<file path="config.mk">
export PLATFORM = sky130hd
export DESIGN_NAME = skew_input_buffer
export DESIGN_NICKNAME = d
export VERILOG_FILES = /design/src/rtl/skew_input_buffer.sv
export SDC_FILE = /design/constraint.sdc
export NUM_CORES = 2
export LEC_CHECK = 0
export BUFFER_PORTS_ARGS = -buffer_cell sky130_fd_sc_hd__buf_2
export CORE_MARGIN = 2
export CORE_UTILIZATION = 40
export DETAILED_ROUTE_END_ITERATION = 16
export GPL_TIMING_DRIVEN = 0
export PLACE_DENSITY_LB_ADDON = 0.05
export SYNTH_ARGS = -nofsm -noshare
export SYNTH_HDL_FRONTEND = slang
export SYNTH_SLANG_ARGS = --single-unit
</file>
<file path="constraint.sdc">
create_clock -name clk -period 4.6 [get_ports clk]
set_clock_uncertainty 0.1 [all_clocks]
set_input_delay 0.92 -clock clk [delete_from_list [all_inputs] [get_ports clk]]
set_output_delay 0.92 -clock clk [all_outputs]
set_load 0.01 [all_outputs]
</file>
<file path="src/rtl/skew_input_buffer.sv">
// ============================================================================
// Module   : skew_input_buffer
// Purpose  : Input buffer for the activation (west) edge of a systolic array.
//            It holds up to DEPTH column vectors of ROWS elements in a
//            circular memory and streams a burst of `len` vectors into the
//            array. Row r is delayed r cycles relative to row 0, which
//            produces a diagonal wavefront. A burst either consumes its
//            vectors or, in replay mode, leaves them stored for reuse.
// Ports    : clk, rst (async, active-high)
//            wr_en/wr_data -> write port;  wr_ready, overflow (dropped write)
//            start/len/replay -> burst request; start_err (rejected start)
//            busy, done -> burst status; count -> vectors stored
//            o_valid/o_data -> per-row skewed stream, data zero when invalid
// Revision : 1.0 - initial release
// ============================================================================
`default_nettype none

module skew_input_buffer #(
  parameter int ROWS   = 4,
  parameter int DWIDTH = 8,
  parameter int DEPTH  = 64,
  parameter int CNT_W  = $clog2(DEPTH + 1)
) (
  input  logic                           clk,
  input  logic                           rst,
  input  logic                           wr_en,
  input  logic [ROWS-1:0][DWIDTH-1:0]    wr_data,
  output logic                           wr_ready,
  output logic                           overflow,
  input  logic                           start,
  input  logic [CNT_W-1:0]               len,
  input  logic                           replay,
  output logic                           start_err,
  output logic                           busy,
  output logic                           done,
  output logic [CNT_W-1:0]               count,
  output logic [ROWS-1:0]                o_valid,
  output logic [ROWS-1:0][DWIDTH-1:0]    o_data
);

  localparam int c_aw  = $clog2(DEPTH);
  localparam int c_drw = (ROWS > 1) ? $clog2(ROWS) : 1;

  localparam logic [CNT_W-1:0] c_depth      = CNT_W'(DEPTH);
  localparam logic [c_drw-1:0] c_drain_init = c_drw'(ROWS - 1);

  localparam logic [1:0] c_st_idle   = 2'd0;
  localparam logic [1:0] c_st_stream = 2'd1;
  localparam logic [1:0] c_st_drain  = 2'd2;

  logic [1:0]                     r_state;
  logic [1:0]                     w_state_nxt;
  logic [ROWS-1:0][DWIDTH-1:0]    r_mem [DEPTH];
  logic [c_aw-1:0]                r_wr_ptr;
  logic [c_aw-1:0]                r_rd_ptr;
  logic [c_aw-1:0]                r_offset;   // replay-mode read offset
  logic [CNT_W-1:0]               r_remain;   // reads left in this burst
  logic [c_drw-1:0]               r_drain;    // drain cycles left
  logic                           r_replay;
  logic [CNT_W-1:0]               r_count;
  logic [CNT_W-1:0]               w_count_nxt;
  logic                           r_wr_ready;
  logic                           r_overflow;
  logic                           r_start_err;
  logic                           r_done;
  logic                           w_busy;
  logic                           w_rd_valid;
  logic                           w_accept;
  logic                           w_wr_acc;
  logic                           w_rd_cons;
  logic                           w_last_rd;
  logic [ROWS-1:0][DWIDTH-1:0]    w_rd_vec;

  assign w_accept  = start && (r_state == c_st_idle) && (len != '0) && (len <= r_count);
  assign w_wr_acc  = wr_en && r_wr_ready;
  assign w_rd_cons = w_rd_valid && !r_replay;
  assign w_last_rd = w_rd_valid && (r_remain == CNT_W'(1));

  // Asynchronous read: row 0 sees the vector in the same cycle it is issued.
  assign w_rd_vec = r_mem[r_rd_ptr + r_offset];

  // ---------------- FSM: state register ----------------
  always_ff @(posedge clk or posedge rst) begin
    if (rst) r_state <= c_st_idle;
    else     r_state <= w_state_nxt;
  end

  // ---------------- FSM: next state ----------------
  always_comb begin
    w_state_nxt = r_state;
    case (r_state)
      c_st_idle:   if (w_accept) w_state_nxt = c_st_stream;
      c_st_stream: if (w_last_rd) w_state_nxt = (ROWS > 1) ? c_st_drain : c_st_idle;
      c_st_drain:  if (r_drain == c_drw'(1)) w_state_nxt = c_st_idle;
      default:     w_state_nxt = c_st_idle;
    endcase
  end

  // ---------------- FSM: outputs ----------------
  always_comb begin
    w_busy     = (r_state != c_st_idle);
    w_rd_valid = (r_state == c_st_stream);
  end

  // ---------------- burst sequencing ----------------
  always_ff @(posedge clk or posedge rst) begin
    if (rst) begin
      r_rd_ptr <= '0;
      r_offset <= '0;
      r_remain <= '0;
      r_drain  <= '0;
      r_replay <= 1'b0;
      r_done   <= 1'b0;
    end else begin
      if (w_accept) begin
        r_remain <= len;
        r_offset <= '0;
        r_replay <= replay;
      end else if (w_rd_valid) begin
        r_remain <= r_remain - CNT_W'(1);
        // Replay walks an offset so the base pointer survives the burst.
        if (r_replay) r_offset <= r_offset + c_aw'(1);
        else          r_rd_ptr <= r_rd_ptr + c_aw'(1);
      end
      if (w_last_rd)                   r_drain <= c_drain_init;
      else if (r_state == c_st_drain)  r_drain <= r_drain - c_drw'(1);
      r_done <= w_busy && (w_state_nxt == c_st_idle);
    end
  end

  // ---------------- write port and occupancy ----------------
  always_ff @(posedge clk) begin
    if (w_wr_acc) r_mem[r_wr_ptr] <= wr_data;
  end

  always_comb begin
    w_count_nxt = r_count;
    if (w_wr_acc && !w_rd_cons)      w_count_nxt = r_count + CNT_W'(1);
    else if (!w_wr_acc && w_rd_cons) w_count_nxt = r_count - CNT_W'(1);
  end

  always_ff @(posedge clk or posedge rst) begin
    if (rst) begin
      r_wr_ptr    <= '0;
      r_count     <= '0;
      r_wr_ready  <= 1'b1;
      r_overflow  <= 1'b0;
      r_start_err <= 1'b0;
    end else begin
      if (w_wr_acc) r_wr_ptr <= r_wr_ptr + c_aw'(1);
      r_count     <= w_count_nxt;
      r_wr_ready  <= (w_count_nxt != c_depth);
      r_overflow  <= wr_en && !r_wr_ready;
      r_start_err <= start && (r_state == c_st_idle) && ((len == '0) || (len > r_count));
    end
  end

  // ---------------- triangular skew ----------------
  // Row r passes through r registers. Data is zeroed on entry when invalid,
  // so every stage already carries zero padding.
  for (genvar r = 0; r < ROWS; r++) begin : g_row
    if (r == 0) begin : g_direct
      assign o_valid[0] = w_rd_valid;
      assign o_data[0]  = w_rd_valid ? w_rd_vec[0] : '0;
    end else begin : g_delay
      logic [r-1:0]             r_v;
      logic [r-1:0][DWIDTH-1:0] r_d;
      always_ff @(posedge clk or posedge rst) begin
        if (rst) begin
          r_v <= '0;
          r_d <= '0;
        end else begin
          r_v[0] <= w_rd_valid;
          r_d[0] <= w_rd_valid ? w_rd_vec[r] : '0;
          for (int i = 1; i < r; i++) begin
            r_v[i] <= r_v[i-1];
            r_d[i] <= r_d[i-1];
          end
        end
      end
      assign o_valid[r] = r_v[r-1];
      assign o_data[r]  = r_d[r-1];
    end
  end

  assign wr_ready  = r_wr_ready;
  assign overflow  = r_overflow;
  assign start_err = r_start_err;
  assign busy      = w_busy;
  assign done      = r_done;
  assign count     = r_count;

endmodule

`default_nettype wire

</file>
==> run_results.csv <==
group,metric,value,unit
status,outcome,"complete, but fails checks",
status,failed_checks,"setup timing",
routing,post-route-drc-count,0,
synth,synth.ff_latch_count,2140,
worst_setup_path,critical_path_class,"flop to primary output",
synth,synth_top_cells_by_count,"sky130_fd_sc_hd__edfxtp_1 (2048), sky130_fd_sc_hd__mux4_2 (528), sky130_fd_sc_hd__nand2_1 (298)",
floorplanning,rows,166,
cts,cts_tree,"built",
final_layout,layout-area-overhead-vs-synth,18.3,%
synth,syn_area_per_cell,21.3,um^2
worst_setup_path,critPathRequiredTime,3.58,ns
routing,detail_route.wirelength,253000,um
final_layout,fraction_of_final_layout_cells_with_drive_strength_greater_than_1,0.318,
final_layout,finalNetCount,4401,
worst_setup_path,rr_endpoint,"g_row[1].g_delay.r_d[6]",
floorplanning,io_pins,92,
worst_setup_path,r2r_start,"r_offset[0]",
global_route,grt_pass1_vias,41300,
cts,insertion_delay,0.87,ns
synth,synth_ff_type,"sky130_fd_sc_hd__edfxtp_1",
floorplanning,initial_utilization,0.403,
timing,timing.final.crit_share,1.20,
cts,clock_buffer_count_from_cts,226,
final_layout,filler_cell_count,16900,
timing,whs,0.0494,ns
timing,post-route-worst-setup-slack,-0.924,ns
routing,detail_route.iter0.violations,4319,
global_route,grt_overflow_total,0,
timing,timing_worst_slew_pin_value,1.41,ns
timing,timing.final.hold_violations,0,
synth,post-synth-top-area-fraction,0.744,
synth,netlist_instances,3876,
worst_setup_path,cell_depth_of_the_worst_flop_to_flop_path,14,
floorplanning,fp.dieArea,210000,um^2
floorplanning,fp.dieW,458,um
global_route,antenna_found_initial,19,
synth,synthDominantAreaCellType,"sky130_fd_sc_hd__edfxtp_1",
synth,synth_warnings,0,
worst_setup_path,critPathCaptureType,"primary output",
cts,cts.hold.buffers_added,0,
placed_design,gp_routability_congestion,0.817,
global_route,largest_net_degree_at_the_start_of_global_routing,65,
synth,synth_async_sr_flop_share,0.0430,
synth,synth_cell_type_count,65,
routing,firstDrtPassIters,6,
min_path,worst_min_delay_path_category,"primary input to async pin",
worst_setup_path,critical-path-top-delay-family,"buffers and inverters",
cts,cts.clk_slew.worst_paths,0.06,ns
placed_design,place.detailed.hpwl,168000,um
worst_setup_path,worstPathBufferInverterCount,4,
timing,fmax,181,MHz
worst_setup_path,timing.reg2reg.setup_slack,-0.04,ns
routing,post_drt_wl_per_cell,35.1,um
global_route,grt_util_all_layers,0.241,
synth,synth.cell_area,82600,um^2
timing,maxSlewViolCount,0,
global_route,grt_first_pass_wirelength,347000,um
cts,root_buffer,"sky130_fd_sc_hd__clkbuf_16",
worst_setup_path,critical-path-max-stage-delay,0.55,ns
routing,dr_total_vias,41100,
worst_setup_path,worstSetupStartpointType,"flop",
cts,cts.sinks,2140,
worst_setup_path,worstPathArrival,4.50,ns
worst_setup_path,cp_cell_sequence,"ha_4 > fa_2 > buf_12 > buf_6 > buf_6 > mux4_2 > nand2_1 > a31oi_2 > a22oi_2 > nand4b_1 > buf_2",
worst_setup_path,crit_slowest_cell,"sky130_fd_sc_hd__fa_2",
synth,post_synth_main_area_contributors,"sky130_fd_sc_hd__edfxtp_1 (74%), sky130_fd_sc_hd__mux4_2 (14%), sky130_fd_sc_hd__dfrtp_1 (2.8%)",
worst_setup_path,crit_path_top_cell_by_count,"sky130_fd_sc_hd__buf_6",
synth,synth_edf_count,2048,
timing,min_period,5.52,ns
cts,cts-root-to-sink-buffers,3,
worst_setup_path,critPathMaxFanout,10,
timing,rsz_0062_raised_after_global_routing,"yes",
routing,postRouteAntennaNets,0,
placed_design,buffer_ports.inserted,91,
routing,route.detailed.vias_per_inst,5.70,
synth,synth_seq_area_share,0.772,
floorplanning,die_height,458,um
final_layout,register_area,63800,um^2
timing,worst_slew_margin_rel,0.0621,
synth,postSynthNetCount,3941,
run,maxCapViolCount,0,
floorplanning,design.core.area,205000,um^2
cts,ctsHtreeMaxLevel,4,
final_layout,multi_input_comb_area,18500,um^2
synth,synth.most_common_cell,"sky130_fd_sc_hd__edfxtp_1",
timing,finalSetupViolCount,9,
flip-flops by register name (all words and copies together), names as in the netlist:
name	flops
r_mem	2048
g_row.g_delay.r_d	32
o_data	16
count	7
r_remain	7
r_offset	6
r_rd_ptr	6
r_wr_ptr	6
g_row.g_delay.r_v	3
r_drain	2
r_state	2
done	1
overflow	1
r_replay	1
start_err	1
wr_ready	1
area by class of cell:
class / count / share of cell area
Clock inverter: 127 / 0.0110
Timing Repair Buffer: 232 / 0.0285
Sequential cell: 2140 / 0.653
Inverter: 16 / 0.000640
Buffer: 230 / 0.0215
Tap cell: 2688 / 0.0344
Antenna cell: 7 / 0.000179
Clock buffer: 286 / 0.0616
Multi-Input combinational cell: 1490 / 0.189
layer usage:
layer	global-route usage	part of all wire	vias up
li1	-	-	17000
met1	0.341	0.43	22500
met2	0.392	0.48	1303
met3	0.0338	0.053	309
met4	0.0702	0.029	4
met5	0	0.00011	-
timing repair:
item	CTS	global route
endpoints found under the setup margin	32	18
gates cloned	1	0
hold endpoints to repair	0	0
pin swaps	12	17
gates resized for setup	329	50
buffers inserted	34	26
cells in the final DEF, fill, tap and decap left out, drive strengths merged, types with 6 or more instances in the layout:
cell type / n
o21ai: 15
nand2b: 25
a31oi: 44
nor4: 6
xnor2: 19
o211ai: 10
inv: 24
mux2: 45
mux2i: 12
nand2: 300
nand3: 115
a32oi: 8
dfrtp: 91
xor2: 9
clkbuf: 351
diode: 7
edfxtp: 2048
nor2: 92
a22oi: 25
a21oi: 31
mux4: 528
a221oi: 43
nand4: 8
buf: 396
bufinv: 17
ha: 20
clkinv: 98
nor3: 10
nand4b: 21
and2: 50
worst max-delay path by stage:
stage	from	end	slack (ns)	depth (start not counted)
floorplan	r_rd_ptr[0]	o_data[0]	0.68	10
global placement	r_rd_ptr[0]	o_data[6]	-2.56	10
detailed placement	r_rd_ptr[0]	o_data[6]	-2.11	10
CTS	r_rd_ptr[0]	o_data[6]	-0.89	10
global route	r_offset[0]	o_data[3]	-0.94	11
finish	r_offset[0]	o_data[3]	-0.92	11
cells by family (layout without fill, tap and decap cells):
family | count (synthesis) | count (layout) | share of synthesized area
flops | 2140 | 2140 | 0.772
fa+ha+maj | 21 | 21 | 0.00327
other cells | 0 | 7 | 0
buf+inv | 246 | 891 | 0.0154
xor+xnor | 28 | 28 | 0.00297
compound gates | 203 | 203 | 0.0177
mux | 585 | 585 | 0.152
simple gates | 653 | 653 | 0.0368
through the flow:
step | instance area [um^2] | setup slack (ns) | setup TNS (ns) | utilization | cells
floorplan | 82600 | 0.679 | 0 | - | 3876
global placement | 86400 | -2.56 | -2638.75 | 0.422 | 6655
detailed placement | 88700 | -2.11 | -36.28 | 0.433 | 6734
CTS | 97300 | -0.887 | -6.78 | 0.474 | 7182
global route | 97700 | -0.940 | -7.24 | 0.477 | 7210
finish | 97700 | -0.924 | -6.69 | 0.477 | 7216
Power is not shown: default switching activity piles up to over one toggle a cycle in this logic, so the estimate is an artifact.
